<file path="src/rtl/seg7_decode.sv">
// Debounced 7-segment glyph decoder: a pattern must hold STABLE_CYCLES extra edges
// before its hex value is emitted once on a valid/ready output. Macro SEG7_ACTIVE_LOW_EN inverts seg.
module seg7_decode #(
  parameter int unsigned STABLE_CYCLES = 3
) (
  input  logic       clk,
  input  logic       rst_n,
  input  logic [6:0] seg,
  output logic [3:0] nibble,
  output logic       err,
  output logic       out_valid,
  input  logic       out_ready,
  output logic       ovf,
  output logic       o_dbg_state
);

  // Handshake: a result transfers on a rising edge where out_valid && out_ready;
  // while out_valid is high and out_ready low, nibble/err stay frozen.

  typedef enum logic {
    ST_WAIT   = 1'b0,
    ST_LOCKED = 1'b1
  } state_t;

  localparam logic [7:0] STABLE_MAX = 8'(STABLE_CYCLES);

  logic [6:0] w_seg;
  logic [6:0] r_s_reg;
  logic [7:0] r_cnt;
  logic [7:0] w_cnt_next;
  logic       w_changed;
  state_t     r_state;
  state_t     w_state_next;
  logic       w_emit;
  logic       w_hs;
  logic [3:0] w_dec_nibble;
  logic       w_dec_err;
  logic [3:0] r_nibble;
  logic       r_err;
  logic       r_valid;
  logic       r_ovf;

`ifdef SEG7_ACTIVE_LOW_EN
  assign w_seg = ~seg;
`else
  assign w_seg = seg;
`endif

  assign w_changed = (w_seg != r_s_reg);
  assign w_hs      = r_valid && out_ready;

  always_comb begin
    w_cnt_next = r_cnt;
    if (w_changed) begin
      w_cnt_next = 8'd0;
    end else if (r_cnt != STABLE_MAX) begin
      w_cnt_next = r_cnt + 8'd1;
    end
  end

  always_ff @(posedge clk or negedge rst_n) begin
    if (!rst_n) begin
      r_s_reg <= 7'd0;
      r_cnt   <= 8'd0;
      r_state <= ST_WAIT;
    end else begin
      r_s_reg <= w_seg;
      r_cnt   <= w_cnt_next;
      r_state <= w_state_next;
    end
  end

  // Emission happens on the very edge the counter reaches its threshold.
  always_comb begin
    w_state_next = r_state;
    w_emit       = 1'b0;
    case (r_state)
      ST_WAIT: begin
        if (w_cnt_next == STABLE_MAX) begin
          w_emit       = 1'b1;
          w_state_next = ST_LOCKED;
        end
      end
      ST_LOCKED: begin
        if (w_changed) begin
          w_state_next = ST_WAIT;
        end
      end
      default: w_state_next = ST_WAIT;
    endcase
  end

  always_comb begin
    w_dec_nibble = 4'h0;
    w_dec_err    = 1'b0;
    case (r_s_reg)
      7'h3F: w_dec_nibble = 4'h0;
      7'h06: w_dec_nibble = 4'h1;
      7'h5B: w_dec_nibble = 4'h2;
      7'h4F: w_dec_nibble = 4'h3;
      7'h66: w_dec_nibble = 4'h4;
      7'h6D: w_dec_nibble = 4'h5;
      7'h7D: w_dec_nibble = 4'h6;
      7'h07: w_dec_nibble = 4'h7;
      7'h7F: w_dec_nibble = 4'h8;
      7'h6F: w_dec_nibble = 4'h9;
      7'h77: w_dec_nibble = 4'hA;
      7'h7C: w_dec_nibble = 4'hB;
      7'h39: w_dec_nibble = 4'hC;
      7'h5E: w_dec_nibble = 4'hD;
      7'h79: w_dec_nibble = 4'hE;
      7'h71: w_dec_nibble = 4'hF;
      default: w_dec_err = 1'b1;
    endcase
  end

  always_ff @(posedge clk or negedge rst_n) begin
    if (!rst_n) begin
      r_nibble <= 4'h0;
      r_err    <= 1'b0;
      r_valid  <= 1'b0;
      r_ovf    <= 1'b0;
    end else begin
      if (w_emit && (!r_valid || w_hs)) begin
        r_nibble <= w_dec_nibble;
        r_err    <= w_dec_err;
        r_valid  <= 1'b1;
      end else if (w_emit) begin
        r_ovf <= 1'b1;
      end else if (w_hs) begin
        r_valid <= 1'b0;
      end
    end
  end

  assign nibble      = r_nibble;
  assign err         = r_err;
  assign out_valid   = r_valid;
  assign ovf         = r_ovf;
  assign o_dbg_state = r_state;

endmodule

</file>
<file path="config.mk">
export PLATFORM = sky130hd
export DESIGN_NAME = seg7_decode
export DESIGN_NICKNAME = d
export VERILOG_FILES = /design/src/rtl/seg7_decode.sv
export SDC_FILE = /design/constraint.sdc
export NUM_CORES = 1
export LEC_CHECK = 0
export CAP_MARGIN = 20
export CORE_MARGIN = 2
export CORE_UTILIZATION = 25
export DETAILED_ROUTE_END_ITERATION = 16
export PLACE_DENSITY = 0.4
export SYNTH_ARGS = -nofsm -noshare
export SYNTH_HDL_FRONTEND = slang
export SYNTH_SLANG_ARGS = --single-unit
</file>
<file path="constraint.sdc">
create_clock -name clk -period 2.86 [get_ports clk]
set_input_delay 0.858 -clock clk [delete_from_list [all_inputs] [get_ports clk]]
set_output_delay 0.858 -clock clk [all_outputs]
set_load 0.005 [all_outputs]
</file>
# Yosys cells after proc, flatten, opt, wreduce, memory -nomap -nowiden
# Cells that the tools add are included.
classes:
  n_addsub: 1
  div_mod_pow: 0
  shifts: 0
  n_eq_ne: 20
  bitwise: 2
  magnitude_cmp: 0
  muxes: 11
  mul: 0
  reduce_logical: 8
ops:
  columns: ["op", "count"]
  rows:
  - ["$eq A7 B7 Y1 const B", 12]
  - ["$pmux W4 S15", 1]
  - ["$mux W8", 2]
  - ["$reduce_or A16 Y1", 1]
  - ["$eq A7 B3 Y1 const B", 2]
  - ["$eq A7 B6 Y1 const B", 2]
  - ["$add A8 B1 Y8 const B", 1]
  - ["$eq A8 B2 Y1 const B", 1]
  - ["$ne A8 B2 Y1 const B", 1]
  - ["$mux W1", 7]
  - ["$ne A7 B7 Y1", 1]
  - ["$reduce_and A2 Y1", 2]
  - ["$logic_and A1 B1 Y1", 2]
  - ["$ne A2 B1 Y1 const B", 1]
  - ["$not A1 Y1", 2]
  - ["$pmux W1 S2", 1]
  - ["$reduce_bool A2 Y1", 1]
  - ["$logic_not A1 Y1", 1]
  - ["$logic_or A1 B1 Y1", 1]
totals:
  latch_bits: 0
  romBits: 0
  inputBits: 10
  ramBits: 0
  memories: 0
  elab_cells: 49
  out_inout_bits: 8
  register_bits: 23

# Logic depth before layout (Yosys ltp)
# Gate-level depths: netlist (run 1).
logic_depth:
  depth_word: 9
  depth_mapped: 8

# Worst setup path before layout (run 1)
# Ideal clock, no wire load.
synth_path:
  path_kind: "input port to flip-flop"
  startpoint: "input port seg[5]"
  endpoint: "register r_nibble[1], in the netlist nibble[1]"
  path_buffers: 1
  slack_ps: 274
  cell_stages: 6
  setup_ps: 125
  t_arrival_ps: 2461
  required_time_ps: 2735
  path_cell_list: "xor2_1 nor4_4 nand4_4 or4_4 buf_6 mux2_4"
synth_via:
  elab_chain_cells: 6
synth_lines:
  columns: ["item", "line", "rtl"]
  rows:
  - ["start, declared", "8", "input logic [6:0] seg,"]
  - ["$ne A7 B7 Y1", "49", "assign w_changed = (w_seg != r_s_reg);"]
  - ["$mux W8", "54", "if (w_changed) begin"]
  - ["$eq A8 B2 Y1", "79", "if (w_cnt_next == STABLE_MAX) begin"]
  - ["$mux W1", "79", null]
  - ["$mux W1", "77", "case (r_state)"]
  - ["$logic_and A1 B1 Y1", "124", "if (w_emit && (!r_valid || w_hs)) begin"]
  - ["end signal, assigned", "125", "r_nibble <= w_dec_nibble;"]
  - ["end, declared", "38", "logic [3:0] r_nibble;"]
# Every way passes these cells.
# A chain may end at the register's enable or synchronous reset.

# Worst setup path in the final report (run 1)
# Ends and elaborated chain as after synthesis.

==> results of run 1 <==
-- stage by stage --
stage | setup TNS (ps) | total power, mW | utilization, % | setup WS (ps) | instances
2_1_floorplan | 0 | 0.393 | - | 274 | 150
3_3_place_gp | -338 | 0.425 | 30.3 | -89.6 | 233
3_5_place_dp | -520 | 0.426 | 30.3 | -120 | 233
4_1_cts | 0 | 0.627 | 31.2 | 161 | 237
5_1_grt | 0 | 0.649 | 31.2 | 134 | 237
6_report | 0 | 0.616 | 31.2 | 163 | 237
-- worst paths after layout --
kind                               startpoint               endpoint  slack, ps  cells past startpoint
max                                    seg[5]  nibble[1]$_DFFE_PN0P_        160                      6
min                           ovf$_DFFE_PN0P_        ovf$_DFFE_PN0P_        480                      1
max reg2reg                r_cnt[0]$_DFF_PN0_  nibble[1]$_DFFE_PN0P_        390                      7
min reg2reg                   ovf$_DFFE_PN0P_        ovf$_DFFE_PN0P_        480                      1
max in group asynchronous               rst_n  nibble[1]$_DFFE_PN0P_       1680                      2
min in group asynchronous               rst_n   r_s_reg[3]$_DFF_PN0_        950                      2
-- final cells by class --
class                      count  area (um^2)
multi-input combinational    109          777
fill                         613         3810
clock buffer                   3         41.3
timing repair buffer          23          215
tap                           72         90.1
sequential                    23          576
inverter                       6         22.5
clock inverter                 1         5.00
-- power groups by stage --
stage / combinational, mW / sequential, mW / clock [mW]
3_5_place_dp: 0.0724 / 0.353 / 0
4_1_cts: 0.0727 / 0.347 / 0.207
5_1_grt: 0.0786 / 0.349 / 0.222
3_3_place_gp: 0.0717 / 0.353 / 0
6_report: 0.0710 / 0.347 / 0.197
2_1_floorplan: 0.0506 / 0.342 / 0
-- critical path, cell delays in order --
cell	delay [ps]
clkdlybuf4s50_1	440
xor2_1	180
nor4_4	350
nand4_4	130
or4_4	570
mux2_4	320
-- layout by cell type, fill, tap and decap left out, drive strengths merged, types with 5 or more instances in the layout --
master         netlist  layout
nand2b               5       5
clkdlybuf4s50        0      17
nor2                13      13
nand3                9       9
xor2                10      10
dfrtp               23      23
nand2                6       6
a21oi                6       6
inv                  6       6
buf                  3       6
-- routing by layer --
metal	up-vias	part of all wire, %
met5	-	0
met4	0	0.77
met3	2	4.0
met2	24	44
met1	569	51
li1	570	-
-- kinds of logic after synthesis --
logic type                 after synthesis  synth area share [%]
and+or+nand+nor                         60                  25.7
AOI/OAI and AO/OA                       29                  14.8
DFF                                     23                  40.1
buffers and inverters                   18                  5.84
xor gates and xnor gates                14                  8.54
muxes                                    5                  4.18
adders and majority gates                1                 0.871
==> results.tsv, run 1 <==
stage	metric	value	unit
grt	met2 Usage GRT	14.8	%
grt	met3 usage	2.15	%
setup_path	Worst Path Arrival	2840	ps
clocking	Post-CTS Hold Fix Bufs	0	
route	ANT nets after route	0	
logic_synthesis	synth warn	0	
clocking	H-tree depth	1	
sta	Final Cycle Share	94.3	%
layout	layout cells sized above 1	9.09	%
clocking	clock sink total	23	
logic_synthesis	Synth Area per Inst	9.58	um^2
logic_synthesis	count leader, synth	dfrtp_1	
layout	max reg flops	8	
route	routed vias/inst	4.92	
sta	number of setup violations in the final report	0	
pwr	Switching Share	25.0	%
logic_synthesis	Synth area leader	dfrtp_1	
logic_synthesis	synthesized instance count	150	
route	Residual DRC	0	
clocking	CTS buffer count	3	
pwr	sequential power share	56.4	%
route	1st-iter DRT viols	94	
sta	max-slew violations	0	
grt	GR peak layer	met1	
flow_run	max_cap viols	0	
route	DR WL/cell	13.1	um
layout	Area growth syn-to-layout	20.2	%
floorplan	die area	6370	um^2
pwr	Clk pwr share	32.1	%
logic_synthesis	#FFs+latches synth	23	
logic_synthesis	largest cells by area after synthesis	dfrtp_1 40%, xor2_1 6.1%, nor2_1 3.4%, nand3_1 3.1%, xnor2_1 2.4%	
outcome	status	finished, final reports clean	
logic_synthesis	Synth cell types	47	
floorplan	Die Y	79.8	um
logic_synthesis	register area share after synthesis	40.1	%
logic_synthesis	top_reg_cell synth	dfrtp_1	
route	drt pass-1 iters	4	
floorplan	Initial Utilization	25.9	%
grt	number of global-route vias before repair	1062	
sta	Fin Clk Skew	2.76	ps
clocking	Reg clk slew, reported paths	80	ps
grt	GR Util All Layers	10.4	%
placement	Final GP Congestion	0.716	
pwr	NetSw	0.154	mW
setup_path	CP Max Fanout	4	
pwr	PwrDens	357	nW/um^2
pwr	largest vdd supply drop	0.208	mV
route	final wirelength	3120	um
setup_path	crit path launch type	input pin	
sta	minimum clock period	2700	ps
pwr	power share of the combinational group	11.5	%
setup_path	Critical Path RT	3010	ps
pwr	Internal Power	0.462	mW
floorplan	core area	5540	um^2
sta	final hold slack	485	ps
sta	Worst slew margin	67.3	%
grt	first-pass GRT wire length	5350	um
floorplan	Rows	27	
layout	nets	177	
clocking	Post-CTS Setup Repair Bufs	0	
placement	post-DP HPWL	2290	um
sta	Hold Fails Final Rpt	0	
placement	Post-DP Area	1680	um^2
placement	I/O Buffers	17	
logic_synthesis	ys async rst share	100	%
pwr	P_leak	0.706	nW
logic_synthesis	Post-synth top cells	23 x dfrtp_1, 13 x nor2_1, 10 x xor2_1	
clocking	CTS tree	built	
sta	RSZ-0062 raised after global routing	false	
logic_synthesis	mapped cell area	1440	um^2
logic_synthesis	area share of the largest cell type after synthesis	40.1	%
logic_synthesis	syn nets	161	
layout	Antenna diodes	0	
layout	design area	1730	um^2
logic_synthesis	EDFF count, synth	0	
floorplan	die width	79.8	um
grt	met1 Track Usage GR	15.8	%
hold_path	class of the most critical hold timing path	register to register	
grt	global route total overflow	0	
floorplan	num ports	18	
grt	largest net degree at the start of global routing	24	
clocking	Root Driver	clkbuf_8	
setup_path	CP endpoint kind	register	
sta	Least-Margin Pin Slew	491	ps
setup_path	Setup CP Type	input pin to register	
clocking	CTS max path bufs	2	
sta	Max Freq	371	MHz
clocking	clk_lat worst skew	260	ps
route	Vias	1165	
clocking	cts repair resizes	0	
grt	initial antenna violation count	0	
Note: power is estimated with default switching activity, not from simulation.
==> run 2: changes to the inputs <==
ABC_AREA = 1   (was not set)
==> results.tsv, run 2 <==
stage	metric	value	unit	change
grt	number of global-route vias before repair	1236		was 1062
floorplan	core area	5920	um^2	was 5540 um^2
logic_synthesis	largest cells by area after synthesis	dfrtp_1 37%, nand2_1 17%, inv_1 7.1%, nor2_1 5.6%, nand3_1 4.9%		was dfrtp_1 40%, xor2_1 6.1%, nor2_1 3.4%, nand3_1 3.1%, xnor2_1 2.4%
logic_synthesis	Synth Area per Inst	7.03	um^2	was 9.58 um^2
logic_synthesis	count leader, synth	nand2_1		was dfrtp_1
clocking	clock sink total	23		unchanged
layout	commonest cells after routing, fill and taps aside	69 x nand2_1, 29 x inv_1, 23 x nor2_1, 23 x dfrtp_1, 17 x clkdlybuf4s50_1		was 23 x dfrtp_1, 17 x clkdlybuf4s50_1, 13 x nor2_1
route	routed vias/inst	4.34		was 4.92
layout	layout cells sized above 1	12.5	%	was 9.09%
grt	first-pass GRT wire length	5700	um	was 5350 um
logic_synthesis	Synth cell types	27		was 47
sta	Max Freq	437	MHz	was 371 MHz
sta	minimum clock period	2290	ps	was 2700 ps
clocking	CTS buffer count	3		unchanged
setup_path	crit path launch type	input pin		unchanged
setup_path	most used cell, CP	nand2_1		
floorplan	Rows	28		was 27
setup_path	worst-path cell chain	clkdlybuf4s50_1 > inv_1 > nand2_1 > nand2_1 > inv_2 > nand2_1 > nor2_4 > nand2_4 > nor2_8 > nand2_4 > nor2_8 > nand3_4 > nand2_1 > o21ai_1		was clkdlybuf4s50_1 > xor2_1 > nor4_4 > nand4_4 > or4_4 > mux2_4
clocking	cts repair resizes	0		unchanged
logic_synthesis	#FFs+latches synth	23		unchanged
clocking	H-tree depth	1		unchanged
pwr	PwrDens	339	nW/um^2	was 357 nW/um^2
logic_synthesis	synth warn	0		unchanged
pwr	power share of the combinational group	12.2	%	was 11.5%
layout	nets	252		was 177
layout	Area growth syn-to-layout	20.1	%	was 20.2%
route	ANT nets after route	0		unchanged
clocking	CTS tree	built		unchanged
sta	max-slew violations	0		unchanged
setup_path	Critical Path RT	3010	ps	about the same
sta	Final Cycle Share	80.1	%	was 94.3%
clocking	Post-CTS Hold Fix Bufs	0		unchanged
logic_synthesis	area share of the largest cell type after synthesis	37.4	%	was 40.1%
grt	GR Util All Layers	11.0	%	was 10.4%
layout	fill count	633		was 613
clocking	Reg clk slew, reported paths	90	ps	was 80 ps
route	drt pass-1 iters	4		unchanged
logic_synthesis	EDFF count, synth	0		unchanged
grt	initial antenna violation count	0		unchanged
route	1st-iter DRT viols	93		was 94
logic_synthesis	syn nets	230		was 161
sta	Fin Clk Skew	4.81	ps	was 2.76 ps
sta	number of setup violations in the final report	0		unchanged
setup_path	Worst Path Arrival	2440	ps	was 2840 ps
sta	Worst slew margin	77.1	%	was 67.3%
grt	global route total overflow	0		unchanged
sta	Hold Fails Final Rpt	0		unchanged
setup_path	CP max stage cell	clkdlybuf4s50_1		was or4_4
pwr	P_leak	0.956	nW	was 0.706 nW
setup_path	worst r2r dst	nibble[1]$_DFFE_PN0P_		unchanged
pwr	Clk pwr share	33.7	%	was 32.1%
placement	Final GP Congestion	0.852		was 0.716
setup_path	Setup crit start	seg[6]		was seg[5]
placement	placed insts	311		was 233
placement	I/O Buffers	17		unchanged
setup_path	Setup CP Type	input pin to register		unchanged
setup_path	CP Max Fanout	9		was 4
hold_path	class of the most critical hold timing path	register to register		unchanged
logic_synthesis	register area share after synthesis	37.4	%	was 40.1%
pwr	sequential power share	54.0	%	was 56.4%
floorplan	num ports	18		unchanged
setup_path	FF-to-FF Start	r_cnt[0]$_DFF_PN0_		unchanged
layout	commonest non-fill, non-tap cell in the layout	nand2_1		was dfrtp_1
clocking	CTS max path bufs	2		unchanged
floorplan	Initial Utilization	26.0	%	was 25.9%
clocking	Post-CTS Setup Repair Bufs	0		unchanged
logic_synthesis	top_reg_cell synth	dfrtp_1		unchanged
pwr	Switching Share	26.8	%	was 25.0%
pwr	NetSw	0.168	mW	was 0.154 mW
logic_synthesis	synthesized instance count	219		was 150
logic_synthesis	mapped cell area	1540	um^2	was 1440 um^2
setup_path	CP peak stage delay	500	ps	was 570 ps
pwr	Internal Power	0.458	mW	was 0.462 mW
sta	Least-Margin Pin Slew	341	ps	was 491 ps
route	Vias	1367		was 1165
flow_run	max_cap viols	0		unchanged
logic_synthesis	ys async rst share	100	%	unchanged
setup_path	CP endpoint kind	register		unchanged
pwr	Total Power	0.626	mW	was 0.616 mW
route	final wirelength	3320	um	was 3120 um
clocking	Root Driver	clkbuf_8		unchanged
sta	RSZ-0062 raised after global routing	false		unchanged
grt	largest net degree at the start of global routing	24		unchanged
floorplan	Die Y	82.5	um	was 79.8 um
route	DR WL/cell	10.5	um	was 13.1 um
layout	max reg flops	8		unchanged
logic_synthesis	Synth area leader	dfrtp_1		unchanged
sta	final setup TNS	0	ps	unchanged
clocking	clk_lat worst skew	270	ps	was 260 ps
setup_path	R2R cell count	10		was 7
hold_path	hold path cells	1		unchanged
setup_path	worst reg-to-reg setup slack	970	ps	was 390 ps
layout	Antenna diodes	0		unchanged
floorplan	die width	82.5	um	was 79.8 um
floorplan	die area	6800	um^2	was 6370 um^2
placement	post-DP HPWL	2710	um	was 2290 um
route	Residual DRC	0		unchanged
setup_path	worst setup path endpoint	nibble[1]$_DFFE_PN0P_		unchanged
layout	Finished Layout Cells	315		was 237
logic_synthesis	Post-synth top cells	69 x nand2_1, 29 x inv_1, 23 x dfrtp_1, 23 x nor2_1, 15 x nand3_1		was 23 x dfrtp_1, 13 x nor2_1, 10 x xor2_1
pwr	largest vdd supply drop	0.164	mV	was 0.208 mV
outcome	status	finished, final reports clean		unchanged
## run 2: worst max-delay path: cells and delay by family
family	cells	cell delay, ps
buffers and inverters	3	610
AND/OR/NAND/NOR	10	910
AO/OA/AOI/OAI	1	60
## run 2: worst min path at each step
stage,startpoint,to,slack (ps)
2_1_floorplan,ovf$_DFFE_PN0P_,ovf$_DFFE_PN0P_,470
3_3_place_gp,ovf$_DFFE_PN0P_,ovf$_DFFE_PN0P_,480
3_5_place_dp,ovf$_DFFE_PN0P_,ovf$_DFFE_PN0P_,480
4_1_cts,ovf$_DFFE_PN0P_,ovf$_DFFE_PN0P_,500
5_1_grt,err$_DFFE_PN0P_,err$_DFFE_PN0P_,520
6_report,ovf$_DFFE_PN0P_,ovf$_DFFE_PN0P_,490
## run 2: cell type report
cell class / count / area (um^2) / area share [%]
Multi-Input combinational cell: 153 / 800 / 43.2
Sequential cell: 23 / 576 / 31.1
Timing Repair Buffer: 18 / 178 / 9.61
Inverter: 42 / 158 / 8.53
Tap cell: 75 / 93.8 / 5.07
Clock buffer: 4 / 45.0 / 2.44
## run 2: stage by stage
stage / hold slack [ps] / util, % / setup slack [ps] / instance area, um^2
global route: 522 / 31.2 / 438 / 1850
global placement: 476 / 30.5 / 261 / 1800
CTS: 499 / 31.2 / 560 / 1850
detailed placement: 476 / 30.5 / 269 / 1800
finish: 489 / 31.2 / 569 / 1850
floorplan: 468 / - / 957 / 1540
## run 2: metal layers
| metal | share of wire (%) | global-route usage, % | up-vias |
|---|---|---|---|
| li1 | - | - | 732 |
| met1 | 52 | 15.9 | 601 |
| met2 | 43 | 16.9 | 32 |
| met3 | 4.0 | 0.978 | 2 |
| met4 | 1.3 | 4.43 | 0 |
| met5 | 0 | 0 | - |
## run 2: kinds of logic (layout without fill, tap and decap cells)
logic type,Yosys count,after routing,synth area share [%]
AND/OR/NAND/NOR,135,135,43.8
buffers and inverters,43,64,10.7
flip-flops,23,23,37.4
AO/OA/AOI/OAI,16,16,6.74
adder cells (fa/ha/maj),1,1,0.812
XOR/XNOR,1,1,0.569
## run 2: power groups by stage
stage	Combinational, mW	Sequential, mW	Clock [mW]
floorplan	0.0477	0.342	0
global placement	0.0784	0.345	0
detailed placement	0.0776	0.345	0
CTS	0.0778	0.338	0.219
global route	0.0870	0.339	0.232
finish	0.0764	0.338	0.211
==> RTL edit (settings of run 1) <==
Build with the macro `SEG7_ACTIVE_LOW_EN` defined.
--- a/src/rtl/seg7_decode.sv
+++ b/src/rtl/seg7_decode.sv
@@ -2,2 +2,4 @@
 // before its hex value is emitted once on a valid/ready output. Macro SEG7_ACTIVE_LOW_EN inverts seg.
+`define SEG7_ACTIVE_LOW_EN
+
 module seg7_decode #(
Function: changed (a bounded check fails within 4 cycles, from zero or initial values and one cycle with rst_n low).
==> RTL edit against run 1 <==
- global-route usage grew 0.23 points
- sequential cell count did not move
- power grew 2.8%
- via count down 3.6%
- cell area up 3.4%
- wire length decreased by 1.7%
- synthesized cell count decreased by 2.0%
- area after synthesis is 1.4% lower
- first-iteration DRC count is 36% lower
- worst setup slack worse by 0.013 ns
- critical path type unchanged
- largest power group unchanged
- highest routed layer unchanged
==> RTL edit: results (changes against run 1) <==
INFO  metric final_layout_size_suffix_gt1_share = 18.1% (was 9.09%)
INFO  metric synth_sequential_area_ratio = 40.6% (was 40.1%)
INFO  metric wl_per_cell = 12.6 um (was 13.1 um)
INFO  metric worst_voltage_drop_across_the_vdd_grid = 0.163 mV (was 0.208 mV)
INFO  metric route.detailed.vias_per_inst = 4.62 (was 4.92)
INFO  metric rr_startpoint = r_cnt[5] (was r_cnt[0])
INFO  metric groute.usage.overall = 10.7% (was 10.4%)
INFO  metric finalNetCount = 183 (was 177)
INFO  metric synthesis.nets = 158 (was 161)
INFO  metric preCtsSetupSlack = -0.271 ns (was -0.120 ns)
INFO  metric fmaxAchievable = 369 MHz (was 371 MHz)
INFO  metric powerClk = 0.213 mW (was 0.197 mW)
INFO  metric critPathArrivalTime = 2.87 ns (was 2.84 ns)
INFO  metric critical_path_peak_fanout = 5 (was 4)
INFO  metric synth_top_cells_by_area = sky130_fd_sc_hd__dfrtp_1 (41%), sky130_fd_sc_hd__xnor2_1 (6.2%), sky130_fd_sc_hd__nor2_1 (3.7%) (was sky130_fd_sc_hd__dfrtp_1 (40%), sky130_fd_sc_hd__xor2_1 (6.1%), sky130_fd_sc_hd__nor2_1 (3.4%))
INFO  metric pg_comb = 0.0744 mW (was 0.0710 mW)
INFO  metric post_synth_inst_count = 147 (was 150)
INFO  metric worst_setup_sp = seg[4] (was seg[5])
INFO  metric first_pass_grt_wire_length = 5230 um (was 5350 um)
INFO  metric status = complete, no violations (unchanged)
INFO  metric worst_r2r_setup_slack = 0.25 ns (was 0.39 ns)
INFO  metric critical-path-slowest-cell = sky130_fd_sc_hd__clkdlybuf4s50_1 (was sky130_fd_sc_hd__or4_4)
INFO  metric nFillCells = 610 (was 613)
INFO  metric pg_seq = 0.346 mW (was 0.347 mW)
INFO  metric worst-slew-pin-transition = 0.422 ns (was 0.491 ns)
INFO  metric synthTopCellsByCount = sky130_fd_sc_hd__dfrtp_1 (23), sky130_fd_sc_hd__nor2_1 (14), sky130_fd_sc_hd__inv_1 (11) (was sky130_fd_sc_hd__dfrtp_1 (23), sky130_fd_sc_hd__nor2_1 (13), sky130_fd_sc_hd__xor2_1 (10))
INFO  metric setup_skew_after_layout = 0.00678 ns (was 0.00276 ns)
INFO  metric sw_share = 26.4% (was 25.0%)
[RTL edit: cell types whose count changed after synthesis, moves of 4 or more]
cell / change
sky130_fd_sc_hd__xor2_1: -8
sky130_fd_sc_hd__xnor2_1: +6
sky130_fd_sc_hd__inv_1: +5
sky130_fd_sc_hd__clkbuf_1: -4
sky130_fd_sc_hd__o21ai_0: +4
[RTL edit: area by class of cell]
type                            instances  area (um2)  share of cell area [%]
Multi-Input combinational cell        106         781                    43.7
Sequential cell                        23         576                    32.2
Clock buffer                            3        41.3                    2.31
Inverter                               11        41.3                    2.31
Timing Repair Buffer                   27         251                    14.1
Clock inverter                          1        5.00                   0.280
Tap cell                               72        90.1                    5.05
[RTL edit: what timing repair did]
action	in CTS	in global routing
endpoints found under the setup margin	0	8
hold buffers	0	0
buffers inserted	0	1
resized for setup	0	4
[RTL edit: logic make-up after synthesis]
logic type | after synthesis | share of synthesized area [%]
adder cells (fa/ha/maj) | 1 | 0.883
AND/OR/NAND/NOR | 60 | 26.2
buffers and inverters | 18 | 5.39
flip-flops | 23 | 40.6
XOR/XNOR | 13 | 8.57
multiplexers | 7 | 6.01
AO/OA/AOI/OAI | 25 | 12.3
[RTL edit: how the worst min path moves through the flow]
| stage | endpoint | startpoint | cells after the start | slack [ns] |
|---|---|---|---|---|
| 6_report | ovf | ovf | 1 | 0.47 |
| 5_1_grt | ovf | ovf | 1 | 0.52 |
| 4_1_cts | ovf | ovf | 1 | 0.48 |
| 3_5_place_dp | ovf | ovf | 1 | 0.45 |
| 3_3_place_gp | ovf | ovf | 1 | 0.44 |
| 2_1_floorplan | ovf | ovf | 1 | 0.45 |
[RTL edit: layer usage]
layer	global-route usage (%)	routed length, um	up-vias
met5	0	0	-
met2	15.9	1330	20
met4	4.14	49	0
met3	1.82	89	4
met1	15.3	1590	541
li1	-	-	558
